<file path="src/rtl/stamp_counter_multi_pkg.sv">
// Shared definitions for the timestamp counter: default increment, the
// capture-channel state encoding and the accumulator width helper.
package stamp_counter_multi_pkg;

  localparam int DEFAULT_INC_NS = 10;

  typedef enum logic {
    CH_IDLE = 1'b0,
    CH_FULL = 1'b1
  } chan_state_t;

  function automatic int acc_width(input int ts_width, input int frac_width);
    return ts_width + frac_width;
  endfunction

endpackage

</file>
<file path="src/rtl/stamp_capture_chan.sv">
// One capture channel: latches the stamp on request, holds it until
// acknowledged, and flags requests lost while the slot is occupied.
module stamp_capture_chan
  import stamp_counter_multi_pkg::*;
#(
  parameter int TIMESTAMP_WIDTH = 64
) (
  input  logic                       axi_aclk,
  input  logic                       axi_reset,
  input  logic                       capture_req,
  input  logic                       capture_ack,
  input  logic [TIMESTAMP_WIDTH-1:0] stamp,
  output logic [TIMESTAMP_WIDTH-1:0] capture_data,
  output logic                       capture_valid,
  output logic                       capture_ovf
);

  chan_state_t                state, state_next;
  logic [TIMESTAMP_WIDTH-1:0] data_next;
  logic                       ovf_next;

  // NOTE: state is updated with non-blocking assignments only, so every
  // always_ff in the design samples pre-edge values regardless of order.
  always_ff @(posedge axi_aclk) begin
    if (axi_reset) begin
      state        <= CH_IDLE;
      capture_data <= '0;
      capture_ovf  <= 1'b0;
    end else begin
      state        <= state_next;
      capture_data <= data_next;
      capture_ovf  <= ovf_next;
    end
  end

  // NOTE: every output gets a default before the case, so no path can
  // leave a signal unassigned and infer a latch.
  always_comb begin
    state_next = state;
    data_next  = capture_data;
    ovf_next   = capture_ovf;
    case (state)
      CH_IDLE: begin
        if (capture_req) begin
          state_next = CH_FULL;
          data_next  = stamp;
          ovf_next   = 1'b0;
        end else if (capture_ack) begin
          ovf_next = 1'b0;
        end
      end
      CH_FULL: begin
        if (capture_req) begin
          // Without an ack the first capture wins and the loss is flagged.
          ovf_next = !capture_ack;
          if (capture_ack) data_next = stamp;
        end else if (capture_ack) begin
          state_next = CH_IDLE;
          ovf_next   = 1'b0;
        end
      end
      default: state_next = CH_IDLE;
    endcase
  end

  assign capture_valid = (state == CH_FULL);

endmodule

</file>
<file path="src/rtl/stamp_counter_multi.sv">
// Free-running fractional-ns timestamp with programmable increment, atomic
// load, signed one-shot adjust and NUM_CHAN independent capture channels.
module stamp_counter_multi
  import stamp_counter_multi_pkg::*;
#(
  parameter int TIMESTAMP_WIDTH = 64,
  parameter int FRAC_WIDTH      = 24,
  parameter int INC_INT_WIDTH   = 8,
  parameter logic [INC_INT_WIDTH+FRAC_WIDTH-1:0] INC_DEFAULT = DEFAULT_INC_NS << FRAC_WIDTH,
  parameter int NUM_CHAN        = 4
) (
  input  logic                                axi_aclk,
  input  logic                                axi_reset,
  input  logic                                count_en,
  input  logic                                inc_valid,
  input  logic [INC_INT_WIDTH+FRAC_WIDTH-1:0] inc_value,
  input  logic                                load_valid,
  input  logic [TIMESTAMP_WIDTH-1:0]          load_value,
  input  logic                                adj_valid,
  input  logic [TIMESTAMP_WIDTH-1:0]          adj_value,
  input  logic [NUM_CHAN-1:0]                 capture_req,
  input  logic [NUM_CHAN-1:0]                 capture_ack,
  output logic [TIMESTAMP_WIDTH-1:0]          stamp_counter,
  output logic [NUM_CHAN*TIMESTAMP_WIDTH-1:0] capture_data,
  output logic [NUM_CHAN-1:0]                 capture_valid,
  output logic [NUM_CHAN-1:0]                 capture_ovf
);

  localparam int ACC_W = acc_width(TIMESTAMP_WIDTH, FRAC_WIDTH);
  localparam int INC_W = INC_INT_WIDTH + FRAC_WIDTH;

  logic [ACC_W-1:0] acc, acc_next, inc_term, adj_term;
  logic [INC_W-1:0] inc_reg;

  // Appending zero fraction bits is the sign-extended offset shifted left,
  // reduced modulo the accumulator width.
  always_comb begin
    inc_term = count_en  ? ACC_W'(inc_reg) : '0;
    adj_term = adj_valid ? {adj_value, {FRAC_WIDTH{1'b0}}} : '0;
    if (load_valid) acc_next = {load_value, {FRAC_WIDTH{1'b0}}};
    else            acc_next = acc + inc_term + adj_term;
  end

  always_ff @(posedge axi_aclk) begin
    if (axi_reset) begin
      acc     <= '0;
      inc_reg <= INC_DEFAULT;
    end else begin
      acc <= acc_next;
      if (inc_valid) inc_reg <= inc_value;
    end
  end

  assign stamp_counter = acc[ACC_W-1 -: TIMESTAMP_WIDTH];

  for (genvar i = 0; i < NUM_CHAN; i++) begin : g_chan
    stamp_capture_chan #(
      .TIMESTAMP_WIDTH(TIMESTAMP_WIDTH)
    ) u_chan (
      .axi_aclk     (axi_aclk),
      .axi_reset    (axi_reset),
      .capture_req  (capture_req[i]),
      .capture_ack  (capture_ack[i]),
      .stamp        (stamp_counter),
      .capture_data (capture_data[i*TIMESTAMP_WIDTH +: TIMESTAMP_WIDTH]),
      .capture_valid(capture_valid[i]),
      .capture_ovf  (capture_ovf[i])
    );
  end

endmodule

</file>
<file path="config.mk">
export PLATFORM = sky130hd
export DESIGN_NAME = stamp_counter_multi
export DESIGN_NICKNAME = d
export VERILOG_FILES = /design/src/rtl/stamp_counter_multi_pkg.sv /design/src/rtl/stamp_capture_chan.sv /design/src/rtl/stamp_counter_multi.sv
export SDC_FILE = /design/constraint.sdc
export NUM_CORES = 1
export LEC_CHECK = 0
export BUFFER_PORTS_ARGS = -buffer_cell sky130_fd_sc_hd__buf_2
export CORE_ASPECT_RATIO = 0.5
export CORE_UTILIZATION = 35
export DETAILED_ROUTE_END_ITERATION = 8
export SLEW_MARGIN = 40
export SYNTH_ARGS = -nofsm -noshare
export SYNTH_HDL_FRONTEND = slang
export SYNTH_SLANG_ARGS = --single-unit
export TNS_END_PERCENT = 50
</file>
<file path="constraint.sdc">
create_clock -name axi_aclk -period 6.7 [get_ports axi_aclk]
set_input_delay 1.34 -clock axi_aclk [delete_from_list [all_inputs] [get_ports axi_aclk]]
set_output_delay 1.34 -clock axi_aclk [all_outputs]
set_load 0.005 [all_outputs]
</file>
==> metrics.csv <==
stage;metric;value;unit
clocking;Max Root-Sink Buffers;3;
yosys;Compound-Gate Fraction of Synth Area;17.8;%
timing;Setup Skew;0.0137;ns
finish;filler-free cell count of the finished design;3702;
routing;met3 wire len;2840;um
clocking;Worst-path clk slew;0.07;ns
power;switch share;30.0;%
clocking;CTS tree;yes;
place;I/O Buffers;501;
yosys;mux contribution to synthesized area;1.79;%
global_route;vias in the first global route;17631;
routing;WL met1;30000;um
power;Max VDD drop;0.000140;V
yosys;number of distinct library cells after synthesis;66;
floorplanning;num rows;61;
finish;max reg flops;256;
floorplanning;die width;342;um
routing;Via density;5.09;
yosys;Ys Warns;0;
timing;Final Hold Vio Count;0;
routing;Top Metal Used;met4;
clocking;total clock sinks;384;
place;gpl congestion;0.903;
clocking;clock tree root driver cell;clkbuf_16;
routing;wire per inst;18.9;um
yosys;Synth Cell Area;0.0202;mm2
timing;final slew viol count;0;
setup_path;CP max FO;32;
clocking;postcts setup bufs;0;
clocking;Resize count post-CTS;0;
global_route;largest net degree at the start of global routing;97;
setup_path;critical path class;input pin to flip-flop;
yosys;adder-cell share of the synthesized area;11.1;%
job;Max Cap Viol;0;
global_route;total track usage;22.9;%
global_route;antenna violations before repair;14;
routing;metal2 WL;34900;um
floorplanning;Starting Density;35.9;%
setup_path;reg2reg start;acc[24]$_SDFF_PP0_;
clocking;clock latency at the later pin of the worst-skew pair;0.55;ns
yosys;cell with the most instances after synthesis;nand2_1;
yosys;Post-synth top flop;dfxtp_1;
place;Placed Cells;3615;
floorplanning;die height;172;um
yosys;top post-synthesis cells by count;662 x nand2_1, 404 x a21oi_1, 384 x dfxtp_1;
finish;synthesis-to-layout area growth;19.1;%
finish;share of layout cells above drive strength 1;20.8;%
power;Logic pwr share;17.6;%
power;power share of the clock group;39.2;%
setup_path;flop2flop setup slack;2.04;ns
floorplanning;die area;0.0587;mm2
routing;total routed wirelength;70100;um
clocking;htree depth;2;
global_route;Overflow after GRT;0;
setup_path;CP endpoint kind;flip-flop;
power;Pleak;11.2;nW
setup_path;crit path DAT;5.94;ns
routing;TritonRoute pass-1 iters;7;
routing;number of DRC markers in iteration 0;1226;
status;outcome;complete, no violations;
routing;Vias;18848;
power;Pint;4.15;mW
routing;# DRC;0;
timing;final setup vio count;0;
yosys;Yosys reg bits;384;
timing;period utilization;82.0;%
timing;crit path time final;5.49;ns
routing;Routed Antenna Nets;0;
place;dpl hpwl;51000;um
min_path;Hold Path Class;flip-flop to flip-flop;
timing;Sum Neg Setup Slack;0;ns
min_path;launch point of the worst hold path;g_chan[1].u_chan.capture_data[55]$_SDFFE_PP0P_;
setup_path;CP Launch Point;count_en;
yosys;xor-xnor portion of the synthesized cell area;3.43;%
setup_path;CP required;7.15;ns
yosys;largest area contributor in the netlist;dfxtp_1;
yosys;Synth Area in Simple Gates;21.6;%
power;Power Density;247;mW/mm2
floorplanning;Ports;502;
yosys;Seq/Total Area, Yosys;38.1;%
yosys;main combinational cell family by area after synthesis;simple AND/OR/NAND/NOR gates;
finish;fin nets;3250;
yosys;Mapped Cells;2573;
timing;Slew @ Worst Pin;0.864;ns
yosys;largest cells by area after synthesis;dfxtp_1 38%, nand2_1 12%, ha_1 10%;
setup_path;startpoint types;input pin;
power;Reg power frac;43.2;%
yosys;Mapped Nets;2921;
yosys;Avg Cell Area, Syn;7.84;um2
yosys;async set or reset register ratio after synthesis;0;%
clocking;hold_buf cts;0;
global_route;first-pass GRT wire length;105000;um
floorplanning;Core Region;0.0563;mm2
timing;Max Fclk;182;MHz
yosys;area share of the largest cell type after synthesis;38.1;%
timing;RSZ-0062 raised after global routing;no;
power;Net Switching;1.78;mW
yosys;EDFF count, synth;0;
timing;Worst slew margin;42.4;%
clocking;CTS buffer count;40;
==> through the flow <==
step                      hold slack (ns)  setup slack [ns]  cell area [um2]  utilization, %  power (mW)
after floorplan                     0.452              1.50            20200               -        3.28
after global placement              0.439             0.780            22600            40.2        3.64
after detailed placement            0.443             0.652            22600            40.3        3.65
after CTS                           0.452              1.25            24000            42.6        5.98
after global routing                0.467             0.834            24000            42.7        6.21
final                               0.450              1.21            24000            42.7        5.93
==> cell families after synthesis <==
logic type | Yosys count
buffers and inverters | 258
AO/OA/AOI/OAI | 621
AND/OR/NAND/NOR | 1021
flip-flops | 384
multiplexers | 36
adder cells (fa/ha/maj) | 174
XOR/XNOR | 79
==> power groups by stage <==
stage	logic, mW	registers [mW]	clock network [mW]
after floorplan	0.714	2.56	0
after global placement	1.03	2.61	0
after detailed placement	1.04	2.61	0
after CTS	1.04	2.56	2.38
after global routing	1.16	2.58	2.47
final	1.04	2.56	2.32
==> per-layer routing <==
metal / up-vias / GRT usage (%)
li1: 9281 / -
met1: 8983 / 28.9
met5: - / 0
met4: 0 / 8.85
met2: 457 / 39.7
met3: 127 / 3.08
==> cells in the final DEF, fill, tap and decap left out, types with 23 or more instances in the layout <==
cell type | Yosys | routed
nand4_1 | 27 | 27
inv_1 | 26 | 25
nand2_1 | 662 | 658
clkbuf_16 | 0 | 41
nor3_1 | 23 | 23
and2_1 | 101 | 97
buf_2 | 3 | 499
nor2_1 | 133 | 132
xor2_1 | 31 | 31
dfxtp_1 | 384 | 384
mux2i_1 | 36 | 36
xnor2_1 | 48 | 48
a21oi_1 | 404 | 404
nand3_1 | 25 | 25
ha_1 | 165 | 165
a21o_1 | 53 | 53
o21ai_0 | 60 | 60
==> area by class of cell <==
class | count | area [um2]
antenna | 18 | 45.0
clock buffer | 51 | 1100
clock inverter | 17 | 209
fill | 5801 | 32200
inverter | 27 | 101
multi-input combinational | 1931 | 11300
sequential | 384 | 7690
tap | 756 | 946
timing repair buffer | 518 | 2680
==> worst max-delay path, cell delays in order <==
cell      delay, ns
buf_2          0.27
and2_1         0.25
ha_1           0.27
ha_1           0.16
inv_1          0.05
fa_1           0.37
nand2b_1       0.19
a21oi_1        0.24
o21ai_0        0.20
o21ai_0        0.31
a21o_1         0.24
a21oi_1        0.23
o31a_1         0.39
nor4_1         0.55
o21bai_1       0.24
o21bai_1       0.29
nand2_1        0.08
o311ai_0       0.25
==> final timing paths <==
path                                                                       end  depth (start not counted)
worst max-delay path                                        acc[81]$_SDFF_PP0_                         18
worst min-delay path            g_chan[1].u_chan.capture_data[55]$_SDFFE_PP0P_                          2
worst max register to register                              acc[84]$_SDFF_PP0_                         16
worst min register to register  g_chan[1].u_chan.capture_data[55]$_SDFFE_PP0P_                          2
No activity file was read; power rests on OpenSTA's default activity.
